===== src/rtl/sweep_settle_timer.sv =====
// Settle timer for the sweeper.
// Ports:
//   clk, rst_n  clock and synchronous active-low reset
//   clear       force the count back to zero (wins over enable)
//   en          advance the count
//   term        high while the count equals SETTLE-1
module sweep_settle_timer #(
    parameter int unsigned SETTLE = 10
) (
    input  logic clk,
    input  logic rst_n,
    input  logic clear,
    input  logic en,
    output logic term
);

    localparam int unsigned CntW = (SETTLE > 1) ? $clog2(SETTLE) : 1;
    localparam logic [CntW-1:0] TermVal = CntW'(SETTLE - 1);

    logic [CntW-1:0] cnt_q;
    logic [CntW-1:0] cnt_d;

    assign term = (cnt_q == TermVal);

    // Stop at the terminal value so the count can never wrap.
    always_comb begin
        cnt_d = cnt_q;
        if (clear) begin
            cnt_d = '0;
        end else if (en && !term) begin
            cnt_d = cnt_q + 1'b1;
        end
    end

    always_ff @(posedge clk) begin
        if (!rst_n) begin
            cnt_q <= '0;
        end else begin
            cnt_q <= cnt_d;
        end
    end

endmodule


===== config.mk =====
export PLATFORM = sky130hd
export DESIGN_NAME = sweep_settle_timer
export DESIGN_NICKNAME = d
export VERILOG_FILES = /design/src/rtl/sweep_settle_timer.sv
export SDC_FILE = /design/constraint.sdc
export NUM_CORES = 1
export LEC_CHECK = 0
export CORE_AREA = 2 2 39 41
export CTS_BUF_LIST = sky130_fd_sc_hd__clkbuf_16
export CTS_CLUSTER_SIZE = 12
export DETAILED_ROUTE_END_ITERATION = 10
export DIE_AREA = 0 0 41 43
export GPL_TIMING_DRIVEN = 0
export PLACE_DENSITY = 0.45
export SYNTH_ARGS = -nofsm -noshare
export SYNTH_HDL_FRONTEND = slang
export SYNTH_SLANG_ARGS = --single-unit
export TNS_END_PERCENT = 10

===== constraint.sdc =====
create_clock -name clk -period 1.89 [get_ports clk]
set_clock_uncertainty 0.15 [all_clocks]
set_input_delay 0.378 -clock clk [delete_from_list [all_inputs] [get_ports clk]]
set_output_delay 0.378 -clock clk [all_outputs]
set_load 0.02 [all_outputs]

## After elaboration in Yosys (flattened, before gate mapping)

Index checks and enable logic that the tools add are counted.
W data, S select, Z words.

| storage, ports and cells | value |
|---|---|
| flip-flop bits (word level) | 4 |
| bits of input ports | 4 |
| output and inout port bits | 1 |
| word-level logic and storage cells | 7 |

| operators by class | value |
|---|---|
| add/subtract/negate cells | 1 |
| equality and inequality tests | 1 |
| bitwise operators | 1 |
| reductions and logical operators | 3 |

Operator list:

| operator | number |
|---|---|
| $add A4 B1 Y4 const B | 1 |
| $eq A4 B4 Y1 const B | 1 |
| $reduce_or A2 Y1 | 1 |
| $logic_and A1 B1 Y1 | 1 |
| $logic_not A1 Y1 | 1 |
| $not A1 Y1 | 1 |

## Longest topological paths before layout

Gate-level depths: netlist of run 1.

| logic depth | value |
|---|---|
| depth in word-level cells | 3 |
| gate-level depth with buffers | 5 |
| depth with buffers taken out | 5 |

## Worst setup path before layout of run 1

OpenSTA, ideal clock, no wires.

| timing | value |
|---|---|
| path type | register to register |
| start point | register cnt_q[1] |
| end point | register cnt_q[2] |
| library setup time | 0.066 ns |
| data arrival time | 1.137 ns |
| data required time | 1.674 ns |
| setup slack | 0.537 ns |
| stages on the path, launching flop included | 6 |
| path buffers | 0 |
| period minus slack after synthesis | 1.353 ns |
| cell sequence | dfxtp_1 inv_1 ha_1 nand3b_4 or3b_1 a21oi_2 |

| between the ends | value |
|---|---|
| word-level cells in the longest chain between the ends | 3 |
| elaborated cells on any way between the ends | 4 |
| classes of those cells | add/sub (1); eq/ne (1); reduce/logical (2) |

RTL lines:

| item | line | RTL |
|---|---|---|
| start: declaration | 20 | `logic [CntW-1:0] cnt_q;` |
| start signal: assignment | 39 | `cnt_q <= cnt_d;` |
| branches (longest 3 deep; another with $add A4 B1 Y4) | n/a |  |

Parallel ways; which one is timed is not known.
A chain may end at the register's enable or synchronous reset.

## Worst setup path after layout of run 1

| timing | value |
|---|---|
| start point | register cnt_q[0] |
| end point | output port term |

| between the ends | value |
|---|---|
| word-level cells in the longest chain between the ends | 1 |

RTL lines:

| item | line | RTL |
|---|---|---|
| $eq A4 B4 Y1 | 23 | `assign term = (cnt_q == TermVal);` |
| end: declaration | 14 | `output logic term` |

No other way between the ends.

==> flow_summary.yaml, run 1 <==
yosys:
  synth-main-ff-cell: "dfxtp_1"
  synth-async-reset-ratio: 0
  ys_ff_latch: 4
  synth-edff-count: 0
  ys_seq_area_frac: 0.360
  synth_top_area_cell: "dfxtp_1"
  synthesis.area_sq_um: 223
  synth_nets: 30
  yosysWarnings: 0
  ys_types: 16
  yosysMostFrequentCell: "dfxtp_1"
  syn-instance-count: 24
  yosysTopAreaCellShare: 0.360
  synth_area_per_cell_sq_um: 9.28
  synthTopCellsByCount: "4 x dfxtp_1, 3 x inv_1, 2 x a21oi_1, 2 x ha_1, 2 x nand2_1"
  netlist_top_cells_area: "dfxtp_1 36%, ha_1 11%, nand3b_4 9.0%"
detailed_routing:
  ant_nets: 0
  firstDrtPassIters: 2
  drtIter0Drc: 3
  routed_wl_um: 431
  drt-vias-per-instance: 4.02
  routedWlPerCell_um: 9.17
  dr_total_vias: 189
  post-route-drc-count: 0
power_and_ir_drop:
  vdd_drop_max_v: 0.000431
  intPower_uw: 368
  clockPowerShare: 0.755
  power.leakage_nw: 0.179
  power_frac_comb: 0.040
  p_per_area_nw_per_um2: 1210
  switching_power_uw: 66.9
  sequentialPowerShare: 0.205
  swShare: 0.154
setup_path:
  cpLargestDelayFamily: "flip-flops"
  worstPathMaxFanout: 6
  slowest_delay_ns: 0.37
  cp_slowest_cell: "dfxtp_1"
  cp.required_ns: 1.36
  worstSetupEndpointType: "output pin"
  worstPathCellList: "ha_1 > nand3b_4 > inv_1 > clkdlybuf4s15_1"
  startpoint_type: "flip-flop"
  cp.arrival_ns: 1.27
  crit_buf_inv: 2
  path_class: "flip-flop to output pin"
floorplan:
  core_sq_um: 1380
  rows: 14
  dieWidth_um: 41
  boundaryPins: 5
  die_h_um: 43
  start_util: 0.161
  die_area_sq_um: 1760
timing:
  tns_ns: 0
  max_clock_freq_mhz: 557
  tightest_slew_ns: 0.205
  slew_violations: 0
  period_share: 0.950
  max_slew_margin: 0.864
  fin_crit_ns: 1.80
  rsz0062_at_grt: "no"
  hold_viol: 0
  hold_ws_ns: 0.354
  setup_violations: 0
clock_tree:
  path_clk_slew_ns: 0.03
  root_buffer: "clkbuf_16"
  cts.path.max_buffers: 2
  h-tree-depth: 1
  cts_tree: "built"
  cts_made_buffers: 3
  cts.sinks: 4
  clock_latency_ns: 0.22
hold_path:
  hold_class: "flip-flop to flip-flop"
layout:
  reg_top3: "cnt_q x4"
  postLayoutCoreUtil: 0.259
  diodes: 0
  regMostFlops: "cnt_q"
  nFillCells: 148
  fin_nets: 39
  area_delta_synth_final_pct: 61.2
  final_area_sq_um: 359
  finalNonFillerCells: 47
  layout-drive-gt1-share: 0.258
  largest_reg_flops: 4
grt:
  grt_usage: 0.0683
  overflow: 0
  grt_pass1_wl_um: 759
  grt_max_degree: 7
  grt_pass1_vias: 199
  antenna_found_initial: 0
placed_design:
  placed_area_sq_um: 283
  portBuffers: 4
  dp_cells: 44
  place_congestion: 0.539
status:
  outcome: "finished clean"
job:
  cap_violations: 0
## final timing paths
kind                  from        to  slack [ns]  cells past startpoint
setup / recovery  cnt_q[0]      term        0.09                      4
hold / removal    cnt_q[2]  cnt_q[2]        0.35                      2
setup reg to reg  cnt_q[1]  cnt_q[2]        0.50                      5
hold reg to reg   cnt_q[2]  cnt_q[2]        0.35                      2
## worst register-to-register path, stage by stage, from the launching register on
cell,delay [ns]
dfxtp_2,0.35
inv_1,0.05
ha_1,0.20
nand3b_4,0.11
or3b_1,0.37
a21oi_2,0.11
## stage by stage
step | setup WS (ns) | power (mW)
finish | 0.0942 | 0.434
global route | 0.0258 | 0.447
CTS | 0.0250 | 0.441
detailed placement | 0.0117 | 0.108
global placement | 0.0364 | 0.107
floorplan | 0.537 | 0.0982
## per-layer routing
metal / global-route usage / vias to the layer above / part of all wire
li1: - / 96 / -
met1: 0.0579 / 87 / 0.39
met2: 0.109 / 4 / 0.51
met3: 0.0314 / 2 / 0.044
met4: 0.0600 / 0 / 0.053
met5: 0 / - / 0
## kinds of logic after synthesis
| family | count (synthesis) | synth area share |
|---|---|---|
| adders and majority gates | 2 | 0.112 |
| DFF | 4 | 0.360 |
| buffers and inverters | 3 | 0.0506 |
| and+or+nand+nor | 10 | 0.315 |
| xor gates and xnor gates | 1 | 0.0393 |
| AOI/OAI and AO/OA | 4 | 0.124 |
## cell usage in the layout, fill, tap and decap left out, drive strengths merged
cell / count
clkbuf: 3
and3: 1
a21oi: 3
nor3: 1
dfxtp: 4
clkdlybuf4s15: 1
a21o: 1
nand3: 1
xor2: 1
nand2: 2
ha: 2
nand3b: 1
nand2b: 1
nor2: 1
or3b: 1
nand4: 1
inv: 3
clkdlybuf4s50: 3
## layout make-up
class / instances / area (sq um) / area share
flip-flops and latches: 4 / 81.3 / 0.226
well taps: 16 / 20.0 / 0.0557
repair buffers: 4 / 40.0 / 0.111
clock buffers: 3 / 75.1 / 0.209
inverters: 3 / 11.3 / 0.0314
multi-input cells: 17 / 131 / 0.366
## power by group through the flow
stage	clock [mW]	combinational (mW)	sequential (mW)
after floorplan	0	0.00867	0.0895
after global placement	0	0.0167	0.0899
after detailed placement	0	0.0174	0.0901
after CTS	0.335	0.0176	0.0890
after global routing	0.338	0.0196	0.0895
final	0.328	0.0172	0.0892
## what timing repair did
| item | CTS | global route |
|---|---|---|
| resized for setup | 1 | 2 |
| buffers inserted | 0 | 0 |
| setup endpoints to repair | 1 | 1 |
| hold buffers | 0 | 0 |
Note: power is estimated with default switching activity, not from simulation.
==> run 2, diff against run 1 <==
Settings changed: ABC_AREA set to 1, PLACE_DENSITY 0.45 to 0.46.
==> flow_summary.yaml, run 2 <==
status:
  outcome: "finished clean"
layout:
  diodes: 0
  fin_nets: 46
  register_area_sq_um: 80.1
  finalNonFillerCells: 54
  final_area_sq_um: 363
  reg_top3: "cnt_q x4"
  layout-drive-gt1-share: 0.158
  largest_reg_flops: 4
  final_cell_mix: "6 x nand2_1, 5 x inv_1, 5 x nor2_1, 4 x dfxtp_1"
  area_delta_synth_final_pct: 55.9
  final_common_cell: "nand2_1"
  regMostFlops: "cnt_q"
  nFillCells: 147
  multi_input_area_sq_um: 134
floorplan:
  start_util: 0.168
  die_area_sq_um: 1760
  boundaryPins: 5
  die_h_um: 43
  rows: 14
  core_sq_um: 1380
  dieWidth_um: 41
clock_tree:
  cts_setup_buffers: 0
  path_clk_slew_ns: 0.03
  cts_tree: "built"
  cts.path.max_buffers: 2
  h-tree-depth: 1
  clock_latency_ns: 0.22
  cts.sinks: 4
  cts_made_buffers: 3
  root_buffer: "clkbuf_16"
yosys:
  synth-main-ff-cell: "dfxtp_1"
  ys_seq_area_frac: 0.344
  yosysWarnings: 0
  synth-edff-count: 0
  synth-async-reset-ratio: 0
  synth_area_per_cell_sq_um: 7.51
  ys_types: 11
  yosysTopAreaCellShare: 0.344
  synth_top_area_cell: "dfxtp_1"
  syn-instance-count: 31
  yosysMostFrequentCell: "nand2_1"
  synthTopCellsByCount: "6 x nand2_1, 5 x inv_1, 5 x nor2_1"
  synthesis.area_sq_um: 233
  ys_ff_latch: 4
  netlist_top_cells_area: "dfxtp_1 34%, ha_1 11%, nand2_1 9.7%"
  synth_nets: 37
power_and_ir_drop:
  power.leakage_nw: 0.164
  power_uw: 437
  vdd_drop_max_v: 0.000872
  p_per_area_nw_per_um2: 1200
timing:
  setup_violations: 0
  fin_crit_ns: 1.70
  slew_violations: 0
  period_share: 0.900
  rsz0062_at_grt: "no"
  hold_viol: 0
  worst_slack_ns: 0.189
  tightest_slew_ns: 0.221
  max_clock_freq_mhz: 588
  max_slew_margin: 0.852
  hold_ws_ns: 0.372
setup_path:
  timing.rr.start: "cnt_q[0]"
  path_class: "flip-flop to output pin"
  cpLargestDelayFamily: "flip-flops"
  slowest_delay_ns: 0.39
  worstPathMaxFanout: 5
  cp.arrival_ns: 1.17
  worstPathCellList: "ha_1 > nand3_2 > inv_1 > clkbuf_2"
  startpoint_type: "flip-flop"
  cp_slowest_cell: "dfxtp_1"
  rrSetupSlack_ns: 0.71
  cp.required_ns: 1.36
  reg2regPathDepth: 4
  worstSetupEndpointType: "output pin"
  crit_buf_inv: 2
  reg2reg_to: "cnt_q[1]"
grt:
  overflow: 0
  antenna_found_initial: 0
  grt_pass1_wl_um: 586
  grt_usage: 0.0522
  grt_max_degree: 8
  grt_pass1_vias: 150
detailed_routing:
  routed_wl_um: 384
  post-route-drc-count: 0
  firstDrtPassIters: 4
  drtIter0Drc: 6
  dr_total_vias: 211
  ant_nets: 0
  drt-vias-per-instance: 3.91
  routedWlPerCell_um: 7.11
hold_path:
  min_path_cells: 2
  hold_class: "flip-flop to flip-flop"
  min-delay-start: "cnt_q[2]"
  holdPathEnd: "cnt_q[2]"
placed_design:
  dp_cells: 51
  post-place-ws_ns: -0.0209
  place_congestion: 0.673
  placed_area_sq_um: 293
  portBuffers: 4
job:
  cap_violations: 0
run 2: cell count changes after synthesis, sizes merged, moves of 2 or more:
cell   delta
nor2      +5
inv       +2
nand2     +4
nand3     +3
run 2: where the power goes:
group / internal (mW) / switching (mW) / total, mW / leakage [nW]
Clock: 0.270 / 0.0558 / 0.326 / 0.0370
Combinational: 0.0114 / 0.0103 / 0.0217 / 0.0947
Sequential: 0.0871 / 0.00228 / 0.0893 / 0.0325
Total: 0.368 / 0.0684 / 0.437 / 0.164
run 2: worst max-delay path by stage:
stage	from	slack, ns	endpoint	cells past startpoint
after floorplan	cnt_q[0]	0.54	term	3
after global placement	cnt_q[0]	-0.04	term	4
after detailed placement	cnt_q[0]	-0.02	term	4
after CTS	cnt_q[0]	0.02	term	4
after global routing	cnt_q[0]	0.10	term	4
final	cnt_q[0]	0.19	term	4
run 2: metrics by stage:
step / utilization / setup TNS [ns]
2_1_floorplan: - / 0
5_1_grt: 0.262 / 0
6_report: 0.262 / 0
4_1_cts: 0.265 / 0
3_3_place_gp: 0.212 / -0.0379
3_5_place_dp: 0.212 / -0.0209
run 2: final cells by class:
type / instances / area share
clock buffer: 3 / 0.207
inverter: 5 / 0.0517
multi-input combinational: 22 / 0.369
sequential: 4 / 0.221
tap: 16 / 0.0552
timing repair buffer: 4 / 0.0966
run 2: worst min-delay path, stage by stage, from the launching register on:
cell and delay [ns]:
dfxtp_1 0.35, a31oi_1 0.05, nor2_1 0.08
run 2: routing by layer:
| layer | part of all wire | GRT usage |
|---|---|---|
| met1 | 0.45 | 0.0641 |
| met2 | 0.46 | 0.0625 |
| met3 | 0.036 | 0.0157 |
| met4 | 0.047 | 0.0600 |
| met5 | 0 | 0 |
run 2: cells by family after synthesis:
| logic type | Yosys count | synth area share |
|---|---|---|
| flops | 4 | 0.344 |
| fa+ha+maj | 2 | 0.108 |
| simple gates | 17 | 0.398 |
| compound gates | 3 | 0.0699 |
| buf+inv | 5 | 0.0807 |
run 2: timing repair:
action                                  CTS  global route
hold buffers                              0             0
gates resized for setup                   1             2
endpoints found under the setup margin    1             1
==> run 3, diff against run 2 <==
Settings changed: CTS_BUF_LIST sky130_fd_sc_hd__clkbuf_16 to sky130_fd_sc_hd__clkbuf_4 sky130_fd_sc_hd__clkbuf_8, CTS_CLUSTER_DIAMETER set to 40.
==> flow_summary.yaml, run 3 (synthesis gave the netlist of run 2 again) <==
status:
  outcome: "finished clean"
timing:
  fin_crit_ns: 1.70
  hold_ws_ns: 0.370
  slew_violations: 0
  hold_viol: 0
  worst_slack_ns: 0.185
  max_slew_margin: 0.854
  rsz0062_at_grt: "no"
  period_share: 0.902
  tns_ns: 0
  tightest_slew_ns: 0.218
  max_clock_freq_mhz: 587
  setup_violations: 0
clock_tree:
  cts_setup_buffers: 0
  cts.path.max_buffers: 2
  cts_tree: "built"
  cts_made_buffers: 3
  h-tree-depth: 1
  cts.sinks: 4
  clock_latency_ns: 0.23
  root_buffer: "clkbuf_4"
  path_clk_slew_ns: 0.04
  ctsHoldBuffers: 0
power_and_ir_drop:
  power.leakage_nw: 0.141
  power_frac_comb: 0.101
  intPower_uw: 169
  p_per_area_nw_per_um2: 687
  vdd_drop_max_v: 0.000260
  switching_power_uw: 44.1
  sequentialPowerShare: 0.418
  swShare: 0.207
  clockPowerShare: 0.480
layout:
  register_area_sq_um: 80.1
  area_delta_synth_final_pct: 33.3
  regMostFlops: "cnt_q"
  nFillCells: 153
  fin_nets: 46
  multi_input_area_sq_um: 134
  reg_top3: "cnt_q x4"
  final_common_cell: "nand2_1"
  largest_reg_flops: 4
  final_cell_mix: "6 x nand2_1, 5 x inv_1, 5 x nor2_1, 4 x dfxtp_1"
  layout-drive-gt1-share: 0.158
  diodes: 0
setup_path:
  cp.required_ns: 1.36
  worstSetupEndpointType: "output pin"
  slowest_delay_ns: 0.39
  path_class: "flip-flop to output pin"
  worstPathMaxFanout: 5
  worstPathCellList: "ha_1 > nand3_2 > inv_1 > clkbuf_2"
  startpoint_type: "flip-flop"
  reg2regPathDepth: 4
  cp_slowest_cell: "dfxtp_1"
  cp.arrival_ns: 1.18
grt:
  antenna_found_initial: 0
  grt_pass1_wl_um: 593
  grt_pass1_vias: 163
  grt_usage: 0.0542
  overflow: 0
  grt_max_degree: 8
detailed_routing:
  routed_wl_um: 360
  drt-vias-per-instance: 3.83
  firstDrtPassIters: 4
  routedWlPerCell_um: 6.67
  post-route-drc-count: 0
  dr_total_vias: 207
  drtIter0Drc: 6
  ant_nets: 0
placed_design:
  portBuffers: 4
  place_congestion: 0.673
  post-place-ws_ns: -0.0209
floorplan:
  dieWidth_um: 41
  boundaryPins: 5
  core_sq_um: 1380
  start_util: 0.168
  die_h_um: 43
  die_area_sq_um: 1760
  rows: 14
hold_path:
  min_path_cells: 2
  hold_class: "flip-flop to flip-flop"
job:
  cap_violations: 0
==> run 3: changes by cell type in the layout (fill, tap and decap cells not counted) <==
cell       previous run  this run
clkbuf_4              0         3
clkbuf_16             3         0
==> run 3: final timing paths <==
| kind | endpoint | start | slack (ns) |
|---|---|---|---|
| max reg2reg | cnt_q[1] | cnt_q[0] | 0.71 |
| min | cnt_q[2] | cnt_q[2] | 0.37 |
| max | term | cnt_q[0] | 0.19 |
| min reg2reg | cnt_q[2] | cnt_q[2] | 0.37 |
==> run 3: layout make-up <==
type                    instances  area share
clock buffers                   3      0.0726
inverters                       5      0.0605
multi-input cells              22       0.431
flip-flops and latches          4       0.258
well taps                      16      0.0645
repair buffers                  4       0.113
==> run 3: routing by layer <==
layer,global-route usage,share of wire
met5,0,0
met4,0.0800,0
met3,0.0157,0.039
met2,0.0625,0.54
met1,0.0609,0.42
==> run 3: worst max-delay path, delay by kind of cell (launching register included) <==
kind | cells | cell delay [ns]
buffers and inverters | 2 | 0.23
AND/OR/NAND/NOR | 1 | 0.12
flip-flops | 1 | 0.39
adder cells (fa/ha/maj) | 1 | 0.20
==> run 3: per-stage QoR <==
stage               total power [mW]  cell area [sq um]  utilization  cells
floorplan                      0.101                233            -     31
global placement               0.112                293        0.212     51
detailed placement             0.112                293        0.212     51
CTS                            0.221                314        0.227     54
global route                   0.231                310        0.224     54
finish                         0.213                310        0.224     54
==> run 3: repair_timing <==
item	4_1_cts	5_1_grt
setup endpoints to repair	1	1
gates cloned	0	0
resized for setup	1	2
endpoints found under the hold margin	0	0
==> run 3: power groups by stage <==
stage          logic [mW]  clock network [mW]  registers [mW]
4_1_cts            0.0219               0.110          0.0890
5_1_grt            0.0242               0.117          0.0894
6_report           0.0216               0.102          0.0892
3_5_place_dp       0.0218                   0          0.0904
3_3_place_gp       0.0216                   0          0.0906
2_1_floorplan      0.0115                   0          0.0899
